==> src/rtl/td4_exec_controller.sv <==
// td4_exec_controller: 16x8 program memory plus run/step/break sequencing
// and execute-enable pacing for a TD4-style CPU core.
//
// state   | meaning
// --------+-----------------------------------------------------------
// IDLE 00 | stopped, program memory writable, waiting for run/step edge
// RUN  01 | free-running, exec_mode pulsed on each divider tick
// STEP 10 | single cycle with exec_mode high, then back to IDLE
// BREAK11 | stopped on a breakpoint hit, memory writable, resumable
module td4_exec_controller (
  input  logic       clk,
  input  logic       rst_n,
  input  logic       load_valid,
  input  logic [3:0] load_addr,
  input  logic [7:0] load_data,
  output logic       load_ready,
  input  logic       run_req,
  input  logic       step_req,
  input  logic       halt_req,
  input  logic [1:0] rate_sel,
  input  logic       bp_en,
  input  logic [3:0] bp_addr,
  input  logic [3:0] cpu_pc,
  output logic [3:0] opcode,
  output logic [3:0] immediate,
  output logic       exec_mode,
  output logic [1:0] state,
  output logic [7:0] instr_count
);

  typedef enum logic [1:0] {
    ST_IDLE  = 2'b00,
    ST_RUN   = 2'b01,
    ST_STEP  = 2'b10,
    ST_BREAK = 2'b11
  } state_t;

  state_t      state_q, state_d;
  logic [7:0]  div_cnt_q, div_cnt_d;
  logic        skip_bp_q, skip_bp_d;
  logic [7:0]  instr_count_q, instr_count_d;
  logic        run_prev_q, run_prev_d;
  logic        step_prev_q, step_prev_d;
  logic [7:0]  mem_q [0:15];
  logic [7:0]  mem_d [0:15];

  logic        run_edge;
  logic        step_edge;
  logic [7:0]  term_val;
  logic        tick;
  logic        bp_hit;

  assign run_edge    = run_req & ~run_prev_q;
  assign step_edge   = step_req & ~step_prev_q;
  assign run_prev_d  = run_req;
  assign step_prev_d = step_req;

  assign load_ready  = (state_q == ST_IDLE) || (state_q == ST_BREAK);
  assign opcode      = mem_q[cpu_pc][7:4];
  assign immediate   = mem_q[cpu_pc][3:0];
  assign state       = state_q;
  assign instr_count = instr_count_q;

  // Divider terminal value; read live so a rate change applies at once.
  always_comb begin
    term_val = 8'd0;
    case (rate_sel)
      2'b00:   term_val = 8'd0;
      2'b01:   term_val = 8'd3;
      2'b10:   term_val = 8'd15;
      default: term_val = 8'd255;
    endcase
  end

  // Program memory write port; writes only while stopped.
  always_comb begin
    mem_d = mem_q;
    if (load_valid && load_ready) begin
      mem_d[load_addr] = load_data;
    end
  end

  // Next-state, divider, breakpoint skip and execute-enable decode.
  always_comb begin
    state_d   = state_q;
    div_cnt_d = div_cnt_q;
    skip_bp_d = skip_bp_q;
    exec_mode = 1'b0;
    tick      = 1'b0;
    bp_hit    = 1'b0;
    case (state_q)
      ST_IDLE, ST_BREAK: begin
        if (!halt_req) begin
          if (run_edge) begin
            state_d   = ST_RUN;
            div_cnt_d = 8'd0;
            // resuming from a break must execute the breakpoint instruction once
            skip_bp_d = (state_q == ST_BREAK);
          end else if (step_edge) begin
            state_d = ST_STEP;
          end
        end
      end
      ST_STEP: begin
        exec_mode = 1'b1;
        state_d   = ST_IDLE;
      end
      ST_RUN: begin
        tick   = (div_cnt_q == term_val);
        bp_hit = tick && bp_en && (cpu_pc == bp_addr) && !skip_bp_q;
        if (halt_req) begin
          state_d = ST_IDLE;
        end else begin
          // plain increment wraps 255->0 when a rate change left us above T
          div_cnt_d = tick ? 8'd0 : div_cnt_q + 8'd1;
          if (bp_hit) begin
            state_d = ST_BREAK;
          end else if (tick) begin
            exec_mode = 1'b1;
            skip_bp_d = 1'b0;
          end
        end
      end
      default: state_d = ST_IDLE;
    endcase
  end

  assign instr_count_d = instr_count_q + {7'd0, exec_mode};

  // State, counters, edge detectors and memory registers.
  always_ff @(posedge clk or negedge rst_n) begin
    if (!rst_n) begin
      state_q       <= ST_IDLE;
      div_cnt_q     <= 8'd0;
      skip_bp_q     <= 1'b0;
      instr_count_q <= 8'd0;
      run_prev_q    <= 1'b0;
      step_prev_q   <= 1'b0;
      mem_q         <= '{default: 8'h00};
    end else begin
      state_q       <= state_d;
      div_cnt_q     <= div_cnt_d;
      skip_bp_q     <= skip_bp_d;
      instr_count_q <= instr_count_d;
      run_prev_q    <= run_prev_d;
      step_prev_q   <= step_prev_d;
      mem_q         <= mem_d;
    end
  end

endmodule

==> config.mk <==
export PLATFORM = sky130hd
export DESIGN_NAME = td4_exec_controller
export DESIGN_NICKNAME = d
export VERILOG_FILES = /design/src/rtl/td4_exec_controller.sv
export SDC_FILE = /design/constraint.sdc
export NUM_CORES = 1
export LEC_CHECK = 0
export CAP_MARGIN = 5
export CORE_ASPECT_RATIO = 0.75
export CORE_MARGIN = 5
export CORE_UTILIZATION = 45
export CTS_CLUSTER_SIZE = 40
export DETAILED_ROUTE_END_ITERATION = 10
export PLACE_DENSITY = 0.65
export RECOVER_POWER = 100
export SYNTH_ARGS = -nofsm -noshare
export SYNTH_HDL_FRONTEND = slang
export SYNTH_SLANG_ARGS = --single-unit
==> constraint.sdc <==
create_clock -name clk -period 8.13 [get_ports clk]
set_clock_uncertainty 0.15 [all_clocks]
set_input_delay 1.626 -clock clk [delete_from_list [all_inputs] [get_ports clk]]
set_output_delay 1.626 -clock clk [all_outputs]
set_load 0.03 [all_outputs]
Word-level counts from Yosys, hierarchy flattened

Index checks and enable logic that the tools add are counted.

Bits in latches: 0
ROM bits: 0
Word-level logic and storage cells: 89
Memories: 0
Register bits: 149
Output and inout port bits: 20
RAM bits: 0

Equality and inequality tests: 14
Bitwise operators: 6
Div/mod/pow operators: 0
Mux-type cells: 28
Add/sub/neg operators: 2
$mul: 0
$lt $le $gt $ge: 3
Reduce and logical (&&, ||, !) cells: 14
Shift-type cells: 0

Operator list:

| kind                                                       | count |
|---|---|
| bitwise mux 128 bit                                        | 1 |
| two-way mux 8 bit                                          | 7 |
| binary-select mux 8 bit (select 4 bit)                     | 1 |
| demux 8 bit (select 4 bit)                                 | 1 |
| one-hot mux 8 bit (3 select lines)                         | 1 |
| one-hot mux 8 bit (2 select lines)                         | 1 |
| >= comparator 5 bit, second input constant                 | 2 |
| two-way mux 2 bit                                          | 5 |
| != test 2 bit, second input constant                       | 5 |
| inverter 4 -> 5 bit                                        | 2 |
| adder 8 x 1 -> 8 bit                                       | 1 |
| adder 8 x 1 -> 8 bit, second input constant                | 1 |
| == test 8 bit                                              | 1 |
| two-way mux 1 bit                                          | 8 |
| == test 2 bit, second input constant                       | 3 |
| != test 3 bit, second input constant                       | 2 |
| one-hot mux 2 bit (3 select lines)                         | 1 |
| AND reduction 6 bit                                        | 1 |
| logical AND 1 bit                                          | 5 |
| less-than comparator 5 x 1 -> 1 bit, second input constant | 1 |
| == test 2 x 1 -> 1 bit, second input constant              | 2 |
| == test 4 bit                                              | 1 |
| logical NOT 2 bit                                          | 2 |
| one-hot mux 1 bit (2 select lines)                         | 2 |
| other kinds (8)                                            | 10 |

Longest topological paths before layout

Gate-level depths: netlist of the first run.

Depth in word-level cells: 10
Mapped depth: 11
Gate-level depth less buffers: 10

Worst setup path before layout of the first run

No wires, ideal clock.

Path type: input to output
Start point: input port cpu_pc[0]
End point: output port immediate[0]
Path slack: 3.175 ns
Arrival time: 3.179 ns
Stages on the path: 4
Data required time: 6.354 ns
Buffers on the path: 2
Path through: buf_2 -> buf_2 -> mux4_2 -> mux4_2

Longest elaborated chain between the ends: 4

Ends and longest elaborated chain:

| element                                               | line | RTL |
|---|---|---|
| start: declaration                                    | 23   | `input logic [3:0] cpu_pc,` |
| inverter 4 -> 5 bit (implied by the code)             | 60   | `assign immediate = mem_q[cpu_pc][3:0];` |
| binary-select mux 8 bit (select 4 bit)                | 60   |  |
| two-way mux 8 bit (implied by the code) (2 in series) | 60   |  |
| end: declaration                                      | 25   | `output logic [3:0] immediate,` |

Every way passes these cells. The select of a mux whose other input is x is not followed.

Worst setup path in the final report of the first run

Start point: input port cpu_pc[1]
End point: output port immediate[1]

Same word-level chain as after synthesis.

==> reports/metrics.cfg, run 1 <==
[run_status]
status = finished, violations left
violations = capacitance limit, slew limit

[synthesis]
synth_warnings = 0
ys_seq_area_share_pct = 52.7
async_flop_share_pct = 100
synthFlopType = dfrtp_1
syn_area_per_cell_um2 = 15.2
synth_cells = 464
syn-cell-area_mm2 = 0.00707
syn_nets = 499
synth_edf_count = 0
synth-seq-cells = 149
synth_cell_types = 51

[die]
die_width_um = 155
die_area_mm2 = 0.0183
start_util_pct = 46.2
pin_count = 49
rows = 39
fp.dieH_um = 119
design.core.area_mm2 = 0.0153

[layout]
fin_nets = 547
nFillCells = 1270
area_growth_pct = 16.4
n_antenna_cell = 0
drive_above_1_share_pct = 39.4

[worst_hold_path]
min_path_type = flop to flop

[sta]
period_needed_ns = 7.16
tns_ns = 0
relSlewSlack_pct = -155
fin_crit_sh_pct = 88.0
timing.final.ws_setup_ns = 0.975
max_freq_mhz = 140
whs_ns = 0.325
worst_slew_pin_slew_ns = 3.82
final-setup-viol-count = 0
hold_viol_final = 0
slew_violations = 170
rsz0062_at_grt = false

[clock_tree]
cts_hold_buffers = 0
cts_made_buffers = 17
cts_tree = yes
cts_root_buf = clkbuf_16
insertion_delay_ns = 0.42
cts_htree_levels = 4
cts_buffer_depth = 2
cts.clk_slew.worst_paths_ns = 0.05
cts.sinks = 149
postCtsSetupBuffers = 0
post_cts_resized = 0

[setup_path]
worstPathMaxFanout = 17
cpPeakStageDelay_ns = 1.19
cp.arrival_ns = 5.38
critPathKind = primary input to output pin
cpLargestDelayFamily = buffers and inverters
crit_path_start_kind = primary input
crit_path_top_delay_cell = dlygate4sd3_1
cp.required_ns = 6.35
cp.buffers_inverters = 3
end_kind = output pin
crit_chain = dlygate4sd3_1 -> clkbuf_1 -> mux4_2 -> mux4_2 -> dlygate4sd3_1

[detailed_routing]
ant_nets = 0
post-route-drc-count = 0
first_pass_iters = 5
via_per_inst = 5.72
routedWlPerCell_um = 21.9
via_count = 4179
initialDrtViolationCount = 324
routed_wl_um = 16000

[global_routing]
grt_max_degree = 79
gr-total-overflow = 0
antenna_found_initial = 1
grt_pass1_wl_um = 25800
gr-usage-all-layers_pct = 18.5
grt_pass1_vias = 4417

[power_and_ir_drop]
clkPwrFrac_pct = 27.2
leakage_uw = 0.00356
p_switching_uw = 798
p_int_uw = 1960
p_comb_share_pct = 29.5
p_per_area_mw_per_mm2 = 336
p_seq_share_pct = 43.3
power_uw = 2760
switching_share_pct = 28.9
vdd_drop_max_mv = 0.156

[placed_design]
port_buffers = 48
gp_congestion = 0.811
hpwlAfterDp_um = 10400
pre_cts_ws_ns = 1.65

[job]
cap_viol_max_count = 4

[synthesized netlist by cell type (2+ instances only)]
cell type / instances / area, um2
a21o_1: 3 / 22.5
a21oi_1: 7 / 35.0
a311oi_1: 3 / 26.3
and3_1: 2 / 12.5
and3_2: 2 / 15.0
and4_1: 2 / 17.5
buf_2: 7 / 35.0
clkbuf_1: 15 / 56.3
dfrtp_1: 149 / 3730
ha_1: 6 / 75.1
inv_1: 3 / 11.3
mux2_1: 2 / 22.5
mux2_2: 126 / 1420
mux4_2: 40 / 901
nand2_1: 14 / 52.6
nand2b_1: 6 / 37.5
nand3_1: 7 / 35.0
nand3b_1: 3 / 22.5
nand4_1: 3 / 18.8
nor2_1: 9 / 33.8
nor2_2: 6 / 37.5
nor3_1: 3 / 15.0
o21a_1: 3 / 22.5
o21ai_0: 2 / 10.0
or4_1: 2 / 15.0
xnor2_1: 7 / 61.3
xor2_1: 8 / 70.1
[per-layer routing]
layer,track usage (%),part of all wire (%)
met1,26.9,48
met2,27.2,46
met3,5.33,5.0
met4,5.30,1.1
met5,0,0.069
[cells by family after synthesis]
group | after synthesis | share of synthesized area [%]
buffers and inverters | 26 | 1.56
multiplexers | 168 | 33.1
XOR/XNOR | 15 | 1.86
AND/OR/NAND/NOR | 70 | 6.02
flip-flops | 149 | 52.7
adder cells (fa/ha/maj) | 6 | 1.06
AO/OA/AOI/OAI | 30 | 3.66
[registers in the layout, summed over array words and instances (netlist names)]
signal and cells:
run_prev_q 1, div_cnt_q 8, skip_bp_q 1, state 2, step_prev_q 1, instr_count 8, mem_q 128
[area by class of cell]
class / count / area (um2) / share of cell area (%)
Inverter: 3 / 11.3 / 0.137
Clock buffer: 22 / 464 / 5.64
Timing Repair Buffer: 52 / 489 / 5.94
Sequential cell: 149 / 3730 / 45.3
Tap cell: 205 / 256 / 3.12
Multi-Input combinational cell: 289 / 3180 / 38.6
Clock inverter: 10 / 105 / 1.28
[final timing paths]
path / cells past startpoint / slack, ns / start / to
worst max-delay path: 5 / 0.97 / cpu_pc[1] / immediate[1]
worst min-delay path: 1 / 0.32 / instr_count[7] / instr_count[7]
worst max register to register: 5 / 4.10 / state[0] / mem_q[27]
worst min register to register: 1 / 0.32 / instr_count[7] / instr_count[7]
max in group asynchronous: 2 / 2.06 / rst_n / mem_q[35]
min in group asynchronous: 1 / 2.37 / rst_n / div_cnt_q[6]
[cells in the final DEF, fill, tap and decap left out, drive strengths merged, types with 2 or more instances in the layout]
master	count
dfrtp	149
mux2	128
mux4	40
clkbuf	26
dlygate4sd3	25
clkdlybuf4s50	21
nor2	15
nand2	15
xor2	8
a21oi	8
xnor2	7
nand3	7
nand2b	6
ha	6
clkinv	6
nor3	4
a21o	4
a311oi	4
and3	4
inv	3
nand3b	3
nand4	3
o21a	3
o21ai	3
nor4	2
and4	2
or4	2
clkinvlp	2
bufinv	2
a22oi	2
buf	2
[stage by stage]
stage	area [um2]	cells	util, %
2_1_floorplan	7070	464	-
3_3_place_gp	7740	698	50.5
3_5_place_dp	7740	698	50.5
4_1_cts	8310	730	54.2
5_1_grt	8230	730	53.7
6_report	8230	730	53.7
[power groups by stage]
stage / Clock [uW] / Combinational [uW] / Sequential (uW)
2_1_floorplan: 0 / 607 / 1180
3_3_place_gp: 0 / 820 / 1200
3_5_place_dp: 0 / 853 / 1200
4_1_cts: 769 / 855 / 1200
5_1_grt: 804 / 882 / 1230
6_report: 751 / 816 / 1200
Power figures use the tool's default switching activity.
==> run 2: changes to the inputs <==
- clock period: 8.13 -> 6.9 ns (I/O delays scaled with it)
==> run 2 against run 1 <==
Compared with the run above:
- the run still ends with capacitance limit, slew limit left
- critical endpoint is now exec_mode
- largest cell class unchanged
- sequential power grew 17%
- flip-flop and latch count unchanged
- design area rose by 1.5%
- routed wire length fell by 0.22%
==> reports/metrics.cfg, run 2 (synthesis results as in run 1) <==
[run_status]
status = finished, violations left
violations = capacitance limit, slew limit

[sta]
worst_slew_pin_slew_ns = 3.78  ; -0.0423 ns
max_freq_mhz = 172
slew_violations = 91  ; -46%
hold_viol_final = 0  ; unchanged
final-setup-viol-count = 0  ; unchanged
rsz0062_at_grt = false
relSlewSlack_pct = -152  ; +2.8 points
fin_crit_sh_pct = 84.5
period_needed_ns = 5.83
tns_ns = 0  ; unchanged

[layout]
drive_above_1_share_pct = 40.0  ; +0.61 points
mostFrequentLayoutCells = dfrtp_1, mux2_2, mux4_2, dlygate4sd3_1, clkdlybuf4s50_1
final_common_cell = dfrtp_1
area_growth_pct = 18.2
nFillCells = 1241  ; -2.3%
largest_register_ffs = 128  ; unchanged
fin_util_pct = 54.5  ; +0.79 points
instances_no_fill = 732  ; +0.27%
fin_nets = 549  ; +0.37%
n_antenna_cell = 0  ; unchanged
regMostFlops = mem_q

[power_and_ir_drop]
vdd_drop_max_mv = 0.179  ; +15%
leakage_uw = 0.00362  ; +1.8%
p_per_area_mw_per_mm2 = 408  ; +22%

[placed_design]
hpwlAfterDp_um = 9970  ; -4.3%
dp_cells = 700  ; +0.29%
gp_congestion = 0.785  ; -3.1%
port_buffers = 48  ; unchanged

[detailed_routing]
via_count = 4180  ; +0.024%
via_per_inst = 5.71  ; -0.25%
routedWlPerCell_um = 21.8  ; -0.49%
met2_length_um = 7120  ; -3.6%
initialDrtViolationCount = 255  ; -21%
routed_wl_um = 16000  ; -0.22%
post-route-drc-count = 0  ; unchanged
ant_nets = 0  ; unchanged
wl_met3_um = 899  ; +13%
wl_met1_um = 7740  ; +1.7%
first_pass_iters = 4  ; -1
top_layer_used = met5

[clock_tree]
cts.sinks = 149  ; unchanged
insertion_delay_ns = 0.42  ; about the same
cts_root_buf = clkbuf_16
cts_hold_buffers = 0  ; unchanged
cts_tree = yes
cts_made_buffers = 17  ; unchanged
cts_buffer_depth = 2  ; unchanged
postCtsSetupBuffers = 0  ; unchanged
cts.clk_slew.worst_paths_ns = 0.06  ; about the same
post_cts_resized = 0  ; unchanged
cts_htree_levels = 4  ; unchanged

[setup_path]
r2r_slack_ns = 2.78  ; -1.32 ns
end_kind = output pin
crit_path_start_kind = primary input
cp.required_ns = 5.37  ; -0.98 ns
timing.rr.start = state[0]
reg2regPathDepth = 5  ; unchanged
critPathKind = primary input to output pin
cp.arrival_ns = 4.30  ; -1.08 ns
cp-endpoint = exec_mode
r2r-end = mem_q[26]
worstPathMaxFanout = 33  ; +16
crit_start = cpu_pc[1]

[die]
die_area_mm2 = 0.0183  ; unchanged
start_util_pct = 46.2  ; unchanged
rows = 39  ; unchanged
fp.dieH_um = 119  ; unchanged
die_width_um = 155  ; unchanged
design.core.area_mm2 = 0.0153  ; unchanged
pin_count = 49  ; unchanged

[global_routing]
antenna_found_initial = 1  ; unchanged
gr-total-overflow = 0  ; unchanged
grt_max_degree = 79  ; unchanged
gr-usage-all-layers_pct = 18.2  ; -0.33 points
grt_pass1_vias = 4409  ; -0.18%
grt_pass1_wl_um = 25300  ; -1.7%

[worst_hold_path]
min-delay-start = instr_count[7]
min_path_type = flop to flop

[job]
cap_viol_max_count = 3  ; -1

==> run 2: metrics by stage <==
step                      hold WS (ns)  setup WS, ns  total power (uW)  area (um2)
after global placement           0.313          1.52              2370        7760
after global routing             0.351         0.939              3590        8360
final                            0.324          1.07              3410        8360
after CTS                        0.339          1.51              3480        8440
after floorplan                  0.309          2.44              2110        7070
after detailed placement         0.331          1.51              2420        7760
==> run 2: where the power goes <==
group	total, uW	switching [uW]	internal [uW]
Sequential	1400	181	1220
Combinational	957	413	544
Clock	1050	362	688
==> run 2: how the worst min path moves through the flow <==
stage / end / slack, ns / cells after the start
detailed placement: instr_count[7] / 0.33 / 1
CTS: instr_count[7] / 0.34 / 1
floorplan: mem_q[88] / 0.31 / 1
global route: instr_count[7] / 0.35 / 1
finish: instr_count[7] / 0.32 / 1
global placement: instr_count[7] / 0.31 / 1
==> run 2: critical path, cell delays in order <==
cell	delay [ns]
dlygate4sd3_1	0.52
buf_4	0.45
xnor2_1	0.18
nand3_1	0.10
nor4b_1	0.67
nand3b_1	0.20
a21oi_1	0.08
dlygate4sd3_1	0.72
==> run 2: layout make-up <==
type	instances	area (um2)	area share, %
Clock inverter	13	229	2.74
Sequential cell	149	3730	44.6
Multi-Input combinational cell	289	3160	37.9
Clock buffer	19	443	5.30
Timing Repair Buffer	54	523	6.26
Inverter	3	11.3	0.135
Tap cell	205	256	3.07
==> run 2: layer usage <==
metal	track usage (%)	up-vias
met3	5.48	14
met5	0	-
met1	27.1	2233
met2	26.2	83
li1	-	1848
met4	4.36	2
==> run 3: changes to the inputs <==
- clock period: 6.9 -> 6.05 ns (I/O delays scaled with it)
==> run 3 against run 2 <==
Compared with the run above:
- the run still ends with capacitance limit, slew limit left
- via count fell by 0.65%
- first-iteration DRC count rose by 18%
- core utilization shrank 0.28 points
- sequential power increased by 15%
- routed wire length shrank 0.87%
- die area stayed put
- critical path type unchanged
- critical endpoint unchanged
- highest routed layer is now met4
==> reports/metrics.cfg, run 3 (synthesis results as in run 1) <==
[layout]
regMostFlops = mem_q
design_area_mm2 = 0.00831  ; -0.51%
mostFrequentLayoutCells = dfrtp_1, mux2_2, mux4_2, dlygate4sd3_1, clkdlybuf4s50_1
final_common_cell = dfrtp_1
nFillCells = 1237  ; -0.32%
fin_nets = 547  ; -0.36%
largest_register_ffs = 128  ; unchanged
area_growth_pct = 17.6
drive_above_1_share_pct = 40.0  ; about the same
n_antenna_cell = 0  ; unchanged
instances_no_fill = 730  ; -0.27%

[sta]
fin_crit_sh_pct = 88.7
whs_ns = 0.315  ; -0.00956 ns
rsz0062_at_grt = false
slew_violations = 121  ; +33%
period_needed_ns = 5.37
final-setup-viol-count = 0  ; unchanged
worst_slew_pin_slew_ns = 2.56  ; -1.22 ns
tns_ns = 0  ; unchanged
max_freq_mhz = 186
relSlewSlack_pct = -70.7  ; +81 points
hold_viol_final = 0  ; unchanged

[setup_path]
crit_start = cpu_pc[1]
critPathKind = primary input to output pin
crit_path_start_kind = primary input
cpLargestDelayFamily = buffers and inverters
end_kind = output pin
timing.rr.start = state[0]
r2r-end = mem_q[24]
cp.required_ns = 4.69  ; -0.68 ns
worstPathMaxFanout = 33  ; unchanged
cp.buffers_inverters = 3  ; unchanged
reg2regPathDepth = 5  ; unchanged
r2r_slack_ns = 2.03  ; -0.75 ns
crit_chain = dlygate4sd3_1 -> buf_4 -> xnor2_1 -> nand3_1 -> nor4b_1 -> nand3b_1 -> a21oi_1 -> clkdlybuf4s50_1
cp.arrival_ns = 4.01  ; -0.29 ns
cpPeakStageDelay_ns = 0.65  ; -0.07 ns
crit_path_top_delay_cell = nor4b_1

[power_and_ir_drop]
vdd_drop_max_mv = 0.178  ; -0.71%
p_seq_share_pct = 41.9  ; +0.7 points
p_int_uw = 2720  ; +11%
p_comb_share_pct = 28.8  ; +0.7 points
p_switching_uw = 1120  ; +18%
switching_share_pct = 29.2  ; +1.2 points
clkPwrFrac_pct = 29.3  ; -1.5 points
p_per_area_mw_per_mm2 = 462  ; +13%
leakage_uw = 0.00359  ; -0.91%

[worst_hold_path]
whs_path_depth = 1  ; unchanged
min-delay-start = instr_count[7]
min_path_type = flop to flop
hold_end = instr_count[7]

[die]
rows = 39  ; unchanged
start_util_pct = 46.2  ; unchanged
die_width_um = 155  ; unchanged
design.core.area_mm2 = 0.0153  ; unchanged
fp.dieH_um = 119  ; unchanged
die_area_mm2 = 0.0183  ; unchanged
pin_count = 49  ; unchanged

[clock_tree]
postCtsSetupBuffers = 0  ; unchanged
cts_tree = yes
cts_made_buffers = 17  ; unchanged
cts.sinks = 149  ; unchanged
insertion_delay_ns = 0.42  ; about the same
cts_root_buf = clkbuf_16
cts.clk_slew.worst_paths_ns = 0.06  ; about the same
cts_htree_levels = 4  ; unchanged
cts_buffer_depth = 2  ; unchanged
post_cts_resized = 0  ; unchanged
cts_hold_buffers = 0  ; unchanged

[job]
cap_viol_max_count = 3  ; unchanged

[detailed_routing]
via_count = 4153  ; -0.65%
initialDrtViolationCount = 302  ; +18%
routed_wl_um = 15800  ; -0.87%
ant_nets = 0  ; unchanged
first_pass_iters = 4  ; unchanged
routedWlPerCell_um = 21.7  ; -0.60%
via_per_inst = 5.69  ; -0.37%
post-route-drc-count = 0  ; unchanged

[placed_design]
port_buffers = 48  ; unchanged
dp_cells = 698  ; -0.29%
hpwlAfterDp_um = 10300  ; +3.1%
gp_congestion = 0.808  ; +2.9%
postPlaceCellArea_mm2 = 0.00775  ; -0.19%

[run_status]
violations = capacitance limit, slew limit
status = finished, violations left

[global_routing]
grt_max_degree = 103  ; +30%
gr-total-overflow = 0  ; unchanged
gr-usage-all-layers_pct = 18.3  ; +0.14 points
antenna_found_initial = 0  ; -1
grt_pass1_vias = 4406  ; -0.068%
grt_pass1_wl_um = 25600  ; +1.1%

-- run 3: power groups by stage --
| stage | Combinational, uW | Sequential (uW) | Clock [uW] |
|---|---|---|---|
| 3_3_place_gp | 1120 | 1610 | 0 |
| 6_report | 1110 | 1610 | 1130 |
| 5_1_grt | 1190 | 1660 | 1190 |
| 4_1_cts | 1160 | 1610 | 1150 |
| 3_5_place_dp | 1150 | 1620 | 0 |
| 2_1_floorplan | 816 | 1590 | 0 |
-- run 3: layout make-up --
class,count,area (um2),area share [%]
Timing Repair Buffer,52,510,6.14
Multi-Input combinational cell,289,3160,38.1
Sequential cell,149,3730,44.9
Clock inverter,14,203,2.44
Inverter,3,11.3,0.135
Clock buffer,18,439,5.28
Tap cell,205,256,3.09
-- run 3: worst max path at each step --
stage / to / slack [ns] / cells past startpoint
CTS: exec_mode / 1.01 / 8
global placement: immediate[2] / 1.00 / 5
detailed placement: exec_mode / 1.02 / 8
floorplan: immediate[0] / 1.93 / 4
global route: exec_mode / 0.49 / 8
finish: exec_mode / 0.68 / 8
-- run 3: worst register-to-register path, cell delays in order, from the launching register on --
cell and delay [ns]:
dfrtp_1 0.45, inv_1 0.07, ha_1 0.60, nand2_1 0.22
nor4_1 1.94, mux2_2 0.47
-- run 3: metrics by stage --
step | setup WS (ns) | total power, uW | util [%]
2_1_floorplan | 1.93 | 2400 | -
3_3_place_gp | 1.00 | 2730 | 50.6
3_5_place_dp | 1.02 | 2770 | 50.6
4_1_cts | 1.01 | 3920 | 54.8
5_1_grt | 0.490 | 4040 | 54.3
6_report | 0.681 | 3840 | 54.3
-- run 3: per-layer routing --
metal,share of wire (%),GRT usage (%)
met1,50,27.0
met2,44,26.7
met3,4.2,4.75
met4,1.7,5.63
met5,0,0
